`src/rtl/deserial_frame_rx.sv`:
```
// deserial_frame_rx: framed serial receiver.
// Oversamples serial_clk/serial_i on clk_i, hunts for HEADER, shifts payload bits until
// FOOTER is seen, then presents an LSB-aligned payload and its length on a single-entry
// valid/ready output register.
// Ports:
//   clk_i, rst_i        system clock, synchronous active-high reset
//   en_i                receiver enable (low: abort silently, stay in HUNT)
//   serial_clk/serial_i asynchronous serial bit clock and data
//   dat_o, len_o        payload (bits >= len_o are zero) and payload length
//   valid_o, ready_i    output handshake
//   err_o               1-cycle pulse on length overrun or timeout
//   ovf_o               1-cycle pulse when a completed frame is dropped
//   frm_cnt_o           count of frames loaded to the output (wraps)
module deserial_frame_rx #(
   parameter int unsigned      MAX_BITS  = 32,
   parameter int unsigned      HDR_W     = 4,
   parameter logic [HDR_W-1:0] HEADER    = HDR_W'(4'b1010),
   parameter int unsigned      FTR_W     = 4,
   parameter logic [FTR_W-1:0] FOOTER    = FTR_W'(4'b0111),
   parameter bit               MSB_FIRST = 1'b1,
   parameter bit               CLK_EDGE  = 1'b0,
   parameter int unsigned      TIMEOUT   = 1024
) (
   input  logic                              clk_i,
   input  logic                              rst_i,
   input  logic                              en_i,
   input  logic                              serial_clk,
   input  logic                              serial_i,
   output logic [MAX_BITS-1:0]               dat_o,
   output logic [$clog2(MAX_BITS+1)-1:0]     len_o,
   output logic                              valid_o,
   input  logic                              ready_i,
   output logic                              err_o,
   output logic                              ovf_o,
   output logic [15:0]                       frm_cnt_o
);

   localparam int unsigned LEN_W  = $clog2(MAX_BITS + 1);
   localparam int unsigned SR_W   = MAX_BITS + FTR_W;
   localparam int unsigned CNT_W  = $clog2(SR_W + 1);
   localparam int unsigned IDLE_W = $clog2(TIMEOUT);

   typedef enum logic {S_HUNT = 1'b0, S_DATA = 1'b1} state_e;

   state_e              state_q, state_d;

   logic                sclk_s1, sclk_s2, sclk_s3;
   logic                sdat_s1, sdat_s2;
   logic [HDR_W-1:0]    hunt_sr;
   logic [SR_W-1:0]     data_sr;
   logic [CNT_W-1:0]    cnt;
   logic [IDLE_W-1:0]   idle_cnt;

   logic                edge_c, bit_c;
   logic [HDR_W-1:0]    hunt_shift_c;
   logic [SR_W-1:0]     data_shift_c;
   logic [CNT_W-1:0]    cnt_inc_c;
   logic                hdr_hit_c, ftr_hit_c, ovr_c, tmo_c;
   logic                done_c, err_c;
   logic [LEN_W-1:0]    len_c;
   logic [MAX_BITS-1:0] payload_c, rev_full_c, mask_c, fmt_c;

   // Synchronisers; serial_i is taken from the same stage as the clock edge.
   always_ff @(posedge clk_i) begin
      if (rst_i) begin
         sclk_s1 <= 1'b0;
         sclk_s2 <= 1'b0;
         sclk_s3 <= 1'b0;
         sdat_s1 <= 1'b0;
         sdat_s2 <= 1'b0;
      end else begin
         sclk_s1 <= serial_clk;
         sclk_s2 <= sclk_s1;
         sclk_s3 <= sclk_s2;
         sdat_s1 <= serial_i;
         sdat_s2 <= sdat_s1;
      end
   end

   assign edge_c = CLK_EDGE ? (sclk_s3 & ~sclk_s2) : (sclk_s2 & ~sclk_s3);
   assign bit_c  = sdat_s2;

   // Shift candidates: newest bit enters at bit 0, so MSB of a window is the oldest bit.
   assign hunt_shift_c = HDR_W'({hunt_sr, bit_c});
   assign data_shift_c = SR_W'({data_sr, bit_c});
   assign cnt_inc_c    = cnt + CNT_W'(1);

   assign hdr_hit_c = edge_c && (hunt_shift_c == HEADER);
   assign ftr_hit_c = edge_c && (cnt_inc_c >= CNT_W'(FTR_W))
                      && (data_shift_c[FTR_W-1:0] == FOOTER);
   assign ovr_c     = edge_c && !ftr_hit_c && (cnt_inc_c == CNT_W'(SR_W));
   assign tmo_c     = !edge_c && (idle_cnt == IDLE_W'(TIMEOUT - 1));

   // Payload formatting: drop footer, optionally reverse over len bits, mask above len.
   assign len_c     = LEN_W'(cnt_inc_c - CNT_W'(FTR_W));
   assign payload_c = MAX_BITS'(data_shift_c >> FTR_W);

   for (genvar g = 0; g < MAX_BITS; g++) begin : g_rev
      assign rev_full_c[g] = payload_c[MAX_BITS-1-g];
   end

   assign mask_c = ~({MAX_BITS{1'b1}} << len_c);
   assign fmt_c  = (MSB_FIRST ? payload_c : (rev_full_c >> (LEN_W'(MAX_BITS) - len_c))) & mask_c;

   // FSM state register.
   always_ff @(posedge clk_i) begin
      if (rst_i) state_q <= S_HUNT;
      else       state_q <= state_d;
   end

   // FSM next state.
   always_comb begin
      state_d = state_q;
      if (!en_i) begin
         state_d = S_HUNT;
      end else begin
         case (state_q)
            S_HUNT:  if (hdr_hit_c) state_d = S_DATA;
            S_DATA:  if (ftr_hit_c || ovr_c || tmo_c) state_d = S_HUNT;
            default: state_d = S_HUNT;
         endcase
      end
   end

   // FSM decoded outputs.
   always_comb begin
      done_c = 1'b0;
      err_c  = 1'b0;
      if (en_i && (state_q == S_DATA)) begin
         done_c = ftr_hit_c;
         err_c  = ovr_c || tmo_c;
      end
   end

   // Hunt/data shift registers, bit and idle counters, output register.
   always_ff @(posedge clk_i) begin
      if (rst_i) begin
         hunt_sr   <= '0;
         data_sr   <= '0;
         cnt       <= '0;
         idle_cnt  <= '0;
         dat_o     <= '0;
         len_o     <= '0;
         valid_o   <= 1'b0;
         err_o     <= 1'b0;
         ovf_o     <= 1'b0;
         frm_cnt_o <= '0;
      end else begin
         err_o <= err_c;
         ovf_o <= 1'b0;

         // Hunt register is zero outside HUNT so every re-entry starts clean.
         if (en_i && (state_q == S_HUNT)) begin
            if (hdr_hit_c)   hunt_sr <= '0;
            else if (edge_c) hunt_sr <= hunt_shift_c;
         end else begin
            hunt_sr <= '0;
         end

         if (en_i && (state_q == S_DATA)) begin
            if (edge_c) begin
               data_sr  <= data_shift_c;
               cnt      <= cnt_inc_c;
               idle_cnt <= '0;
            end else begin
               idle_cnt <= idle_cnt + IDLE_W'(1);
            end
         end else begin
            data_sr  <= '0;
            cnt      <= '0;
            idle_cnt <= '0;
         end

         // Single-entry output; an accept in the completion cycle frees it for the new frame.
         if (done_c && valid_o && !ready_i) begin
            ovf_o <= 1'b1;
         end else if (done_c) begin
            dat_o     <= fmt_c;
            len_o     <= len_c;
            valid_o   <= 1'b1;
            frm_cnt_o <= frm_cnt_o + 16'd1;
         end else if (valid_o && ready_i) begin
            dat_o   <= '0;
            len_o   <= '0;
            valid_o <= 1'b0;
         end
      end
   end

endmodule

```
`config.mk`:
```
export PLATFORM = sky130hd
export DESIGN_NAME = deserial_frame_rx
export DESIGN_NICKNAME = d
export VERILOG_FILES = /design/src/rtl/deserial_frame_rx.sv
export SDC_FILE = /design/constraint.sdc
export NUM_CORES = 1
export LEC_CHECK = 0
export ABC_AREA = 0
export ABC_CLOCK_PERIOD_IN_PS = 3760
export BUFFER_PORTS_ARGS = -buffer_cell sky130_fd_sc_hd__buf_4
export CAP_MARGIN = 5
export CELL_PAD_IN_SITES_DETAIL_PLACEMENT = 0
export CELL_PAD_IN_SITES_GLOBAL_PLACEMENT = 1
export CORE_UTILIZATION = 44
export DETAILED_ROUTE_END_ITERATION = 8
export MAX_ROUTING_LAYER = met4
export PLACE_DENSITY_LB_ADDON = 0.15
export SYNTH_ARGS = -nofsm -noshare
export SYNTH_HDL_FRONTEND = slang
export SYNTH_SLANG_ARGS = --single-unit
```
`constraint.sdc`:
```
create_clock -name clk_i -period 3.76 [get_ports clk_i]
set_clock_uncertainty 0.15 [all_clocks]
set_input_delay 0.376 -clock clk_i [delete_from_list [all_inputs] [get_ports clk_i]]
set_output_delay 0.376 -clock clk_i [all_outputs]
set_load 0.005 [all_outputs]
```
==> results of run 1 <==
==> power by group through the flow <==
stage,clock network (µW),registers (µW),logic (µW)
4_1_cts,1530,1240,37.0
5_1_grt,1580,1240,39.8
3_5_place_dp,0,1270,36.7
3_3_place_gp,0,1270,36.4
6_report,1490,1250,36.9
2_1_floorplan,0,1270,24.8
==> sequential cells by signal (all words and copies together), names as in the netlist, 3 cells and up <==
register,count
data_sr,35
dat_o,32
frm_cnt_o,16
idle_cnt,10
cnt,6
len_o,6
hunt_sr,3
==> cells by family (layout without fill, tap and decap cells) <==
| kind of cell | after synthesis | in the layout | share of synthesized area |
|---|---|---|---|
| AOI/OAI and AO/OA | 163 | 163 | 0.2255 |
| muxes | 2 | 2 | 0.004158 |
| and+or+nand+nor | 216 | 216 | 0.2114 |
| DFF | 117 | 117 | 0.4579 |
| adders and majority gates | 9 | 9 | 0.02202 |
| buffers and inverters | 57 | 111 | 0.05162 |
| xor gates and xnor gates | 16 | 16 | 0.02740 |
==> final timing paths <==
path / startpoint / end / slack [ns] / cells past startpoint
worst min-delay path: serial_i / sdat_s1 / 0.04 / 2
worst min register to register: idle_cnt[0] / idle_cnt[0] / 0.29 / 1
worst max register to register: cnt[0] / dat_o[20] / 0.37 / 9
worst max-delay path: cnt[0] / dat_o[20] / 0.37 / 9
==> area by class of cell <==
class                      count  area (µm²)
clock buffer                  27       543.0
clock inverter                 3       15.01
fill                        1069        5179
inverter                       7       26.28
multi-input combinational    406        2530
sequential                   117        2342
tap                          143       178.9
timing repair buffer          74       555.5
==> metal layers <==
metal,up-vias,track usage,part of all wire,wire (µm)
li1,2205,-,-,-
met2,97,0.3781,0.49,6385
met1,2103,0.2825,0.46,6032
met4,0,0.08000,0.011,141
met5,-,-,0,0
met3,15,0.05868,0.043,564
==> worst reg2reg max path, cell delays in order (launching register included) <==
cell       delay, ns
dfxtp_1         0.39
ha_1            0.36
xnor2_1         0.57
ha_1            0.33
nand2_1         0.07
a211o_1         0.30
a221o_1         0.41
a221oi_4        0.23
buf_4           0.33
o2bb2ai_1       0.18
==> stage by stage <==
stage / utilization / power (µW) / hold WS [ns] / instances / setup WS, ns
finish: 0.5445 / 2777 / 0.03774 / 777 / 0.3736
detailed placement: 0.4954 / 1307 / 0.2844 / 747 / 0.4403
floorplan: - / 1295 / 0.2638 / 580 / 0.7360
CTS: 0.5445 / 2811 / 0.03068 / 777 / 0.4169
global placement: 0.4954 / 1307 / 0.2774 / 747 / 0.5538
global route: 0.5445 / 2864 / 0.04705 / 777 / 0.1030
==> cells in the final DEF, fill, tap and decap left out, types with 2 or more instances in the layout <==
cell,n
o31ai_1,18
or4_1,17
ha_1,9
nand4_1,9
a21oi_1,67
a211o_1,5
buf_4,74
a31oi_1,2
or3_1,8
and3_1,9
clkinv_2,3
a32o_1,20
a21o_1,5
nor2_1,25
a221oi_4,2
nor3_1,6
o211ai_1,14
inv_1,7
and4_1,2
xor2_1,9
o2111ai_1,6
a31o_2,2
nor2b_1,9
clkbuf_1,2
a211oi_1,2
nand2_1,91
dfxtp_1,117
nand3_1,19
xnor2_1,7
o21ai_0,5
o2bb2ai_1,6
nand2b_1,5
o21bai_1,2
clkbuf_16,17
and2_1,5
clkbuf_8,8
==> results.yml, run 1 <==
place:
  io_buffers: 62
  dpl-instance-area_um2: 5633
  dp_hpwl_mm: 8.523
  routabilityCongestion: 0.8727
die:
  fp.dieW_um: 109.8
  core-area_um2: 11370
  start_util: 0.4499
  ios: 63
  die_area_um2: 12060
  die-height_um: 109.8
  row_count: 39
critical_path:
  worst_path_most_repeated_cell: "ha_1"
  crit_fanout: 25
  arrival_ns: 3.57
  critPathTopFamily: "compound AO/OA/AOI/OAI gates"
  end_kind: "flop"
  crit_slowest_cell: "xnor2_1"
  timing.critical_path.cells: "ha_1 -> xnor2_1 -> ha_1 -> nand2_1 -> a211o_1 -> a221o_1 -> a221oi_4 -> buf_4 -> o2bb2ai_1"
  start_kind: "flop"
  crit_type: "reg -> reg"
  cp_num_buf_inv: 1
  worstPathRequired_ns: 3.94
  max_stage_delay_ns: 0.57
synthesis:
  synth.most_common_cell: "dfxtp_1"
  synth_nets: 595
  syn-cell-area_um2: 5115
  async_flop_share: 0
  synth_seq_area_share: 0.4579
  synth_edf_count: 0
  ys_ff_latch: 117
  avgSynthCellArea_um2: 8.819
  synth_top_area_share: 0.4579
  synth_ff_type: "dfxtp_1"
  yosysTopAreaCell: "dfxtp_1"
  syn-instance-count: 580
  yosysWarnings: 0
  ys_types: 56
  synth_area_leaders: "dfxtp_1 46%, nand2_1 6.7%, a21oi_1 6.6%, a32o_1 3.9%, o31ai_1 2.6%"
  ys_top_cells_by_count: "117 x dfxtp_1, 91 x nand2_1, 67 x a21oi_1"
layout:
  antennaDiodeCount: 0
  drive_gt1_frac: 0.1767
  fin_area_um2: 6191
  area_growth_syn_to_layout_pct: 21.04
  nets: 638
sta:
  fmax_mhz: 295.3
  finalCriticalPeriod_ns: 3.386
  setup_tns_ns: 0
  max_slew_margin: 0.4460
  period_share: 0.9007
  rsz0062_at_grt: "false"
  slew_violations: 0
  hold_viol_final: 0
  setup_viol: 0
  tightest_slew_ns: 0.8309
detailed_routing:
  firstDrtPassIters: 4
  drtIter0Drc: 330
  vias: 4420
  ant_nets: 0
  drc: 0
  wirelength_mm: 13.12
  routedWlPerCell_um: 16.89
  viasPerCell: 5.689
job:
  maxCapViolations: 0
clocking:
  cts_buffer_depth: 2
  root_buffer: "clkbuf_16"
  cts-hold-fix-buffers: 0
  clk_pin_slew_ns: 0.05
  postCtsSetupRepairBufs: 0
  cts-resized-gates: 0
  clk_latency_ns: 0.41
  cts_num_sinks: 117
  h-tree-depth: 4
  cts_buffers: 17
  cts_tree: "done"
grt:
  antenna_found_initial: 0
  grt_pass1_vias: 4069
  grt_max_degree: 47
  grt_usage: 0.2337
  grt_pass1_wl_mm: 20.73
  overflow: 0
power:
  ir_drop_uv: 340.5
  p_comb_frac: 0.013
  internal_power_uw: 2224
  pwr-share-seq: 0.449
  p_clk_frac: 0.538
  powerDensity_nw_per_um2: 448.5
  leakage_uw: 0.002131
  p_switching_uw: 553.1
  switching_share: 0.1992
hold_path:
  hold_class: "in -> reg"
outcome:
  status: "finished clean"
Power figures use the tool's default switching activity.
==> inputs of run 2 (changes only) <==
--- a/config.mk
+++ b/config.mk
@@ -6,7 +6,7 @@
 export NUM_CORES = 1
 export LEC_CHECK = 0
 export ABC_AREA = 0
-export ABC_CLOCK_PERIOD_IN_PS = 3760
+export ABC_CLOCK_PERIOD_IN_PS = 3700
 export BUFFER_PORTS_ARGS = -buffer_cell sky130_fd_sc_hd__buf_4
 export CAP_MARGIN = 5
 export CELL_PAD_IN_SITES_DETAIL_PLACEMENT = 0
==> constraint.sdc (replaced) <==
create_clock -name clk_i -period 3.7 [get_ports clk_i]
set_clock_uncertainty 0.15 [all_clocks]
set_input_delay 0.37 -clock clk_i [delete_from_list [all_inputs] [get_ports clk_i]]
set_output_delay 0.37 -clock clk_i [all_outputs]
set_load 0.005 [all_outputs]
==> run 2 against run 1 <==
Net effect:
- global-route usage shrank 0.080 points
- register-to-register slack lost 0.04 ns
- sequential share of layout area shrank 0.79 points
- worst setup slack lost 0.035 ns
- final area grew 2.1%
- critical path depth is the same
- power grew 15%
- die area is the same
- sequential cell count is the same
- non-clock buffer count is the same
- clock power grew 28%
- critical endpoint is now dat_o[28]
- largest power group unchanged
- highest routed layer unchanged
==> results.yml, run 2 (synthesis gave the netlist of run 1 again) <==
outcome:
  status: "finished clean"
sta:
  finalCriticalPeriod_ns: 3.362
  hold_viol_final: 0
  max_slew_margin: 0.4144
  setup_tns_ns: 0
  slew_violations: 0
  period_share: 0.9086
  rsz0062_at_grt: "false"
  setup_viol: 0
  fmax_mhz: 297.5
  tightest_slew_ns: 0.8756
clocking:
  postCtsSetupRepairBufs: 0
  h-tree-depth: 4
  cts_tree: "done"
  clk_latency_ns: 0.42
  cts_buffers: 17
  cts_buffer_depth: 2
  cts-hold-fix-buffers: 0
  clk_pin_slew_ns: 0.06
  root_buffer: "clkbuf_16"
  cts_num_sinks: 117
  cts-resized-gates: 0
layout:
  final_common_cell: "dfxtp_1"
  multi_input_area_um2: 2530
  final_cell_mix: "117 x dfxtp_1, 91 x nand2_1, 74 x buf_4"
  fillerInstances: 1073
  top_register: "data_sr"
  top_regs: "data_sr x35, dat_o x32, frm_cnt_o x16"
  stdcell_count: 779
  regArea_um2: 2342
  antennaDiodeCount: 0
  drive_gt1_frac: 0.1824
  largest_reg_flops: 35
  nets: 638
  area_growth_syn_to_layout_pct: 23.63
detailed_routing:
  drc: 0
  viasPerCell: 5.601
  routedWlPerCell_um: 16.32
  wirelength_mm: 12.72
  ant_nets: 0
  firstDrtPassIters: 4
  vias: 4363
  drtIter0Drc: 369
grt:
  grtUsageMet3: 0.05928
  use_met1: 0.2896
  busiest_layer: "met2"
  overflow: 0
  grt_usage: 0.2329
  grt_util_met2: 0.3567
  grt_pass1_wl_mm: 20.43
  antenna_found_initial: 0
  grt_max_degree: 47
  grt_pass1_vias: 3967
power:
  leakage_uw: 0.002174
  powerDensity_nw_per_um2: 506.6
  p_total_uw: 3204
  ir_drop_uv: 443.0
die:
  ios: 63
  die-height_um: 109.8
  die_area_um2: 12060
  start_util: 0.4499
  core-area_um2: 11370
  row_count: 39
  fp.dieW_um: 109.8
critical_path:
  start_kind: "flop"
  crit_type: "reg -> reg"
  end_kind: "flop"
  crit_fanout: 25
  r2r_cells: 9
  worstPathRequired_ns: 3.91
  arrival_ns: 3.57
hold_path:
  hold_depth: 2
  hold_class: "in -> reg"
place:
  place_inst: 747
  io_buffers: 62
  dp_hpwl_mm: 8.403
  routabilityCongestion: 0.8679
job:
  maxCapViolations: 0
==> run 2: cell count changes in the layout (fill, tap and decap cells not counted), sizes merged <==
| cell | change |
|---|---|
| bufinv | +6 |
| clkinv | -1 |
| clkinvlp | +4 |
| clkbuf | -7 |
==> run 2: where the power goes <==
group	switching [µW]	internal (µW)	leakage [µW]	total, µW
sequential	1.36	1260	0.000943	1260
clock	588	1310	0.000324	1900
combinational	27.5	9.25	0.000907	36.7
total	616	2590	0.00217	3200
==> run 2: path summary, 6_finish.rpt <==
check	from	end	slack (ns)
worst max-delay path	cnt[0]	dat_o[28]	0.34
worst max register to register	cnt[0]	dat_o[28]	0.34
worst min register to register	sdat_s1	bit_c	0.29
worst min-delay path	serial_clk	sclk_s1	0.02
==> run 2: through the flow <==
stage                     setup slack (ns)  utilization  hold slack (ns)  cell area [µm²]
after floorplan                     0.6760            -           0.2638             5115
after global placement              0.4799       0.4954           0.2796             5633
after detailed placement            0.3680       0.4954           0.2767             5633
after CTS                           0.3390       0.5562          0.01087             6324
after global routing               0.03331       0.5562          0.04048             6324
final                               0.3383       0.5562          0.02215             6324
==> run 2: worst max-delay path: stages (launching register included) <==
cell	delay (ns)
dfxtp_1	0.39
ha_1	0.35
xnor2_1	0.57
ha_1	0.32
nand2_1	0.07
a211o_1	0.30
a221o_1	0.41
a221oi_4	0.22
buf_4	0.33
a32o_1	0.18
==> run 2: area by class of cell <==
cell class,count,area share
timing repair buffer,74,0.08785
multi-input combinational,406,0.4001
tap,143,0.02829
clock inverter,12,0.03542
clock buffer,20,0.07380
sequential,117,0.3704
inverter,7,0.004155
==> run 2: metal layers <==
metal  up-vias  wire length (µm)
li1       2212                 -
met1      2047              5836
met2        90              6085
met3        14               594
met4         0               199
met5         -                 0
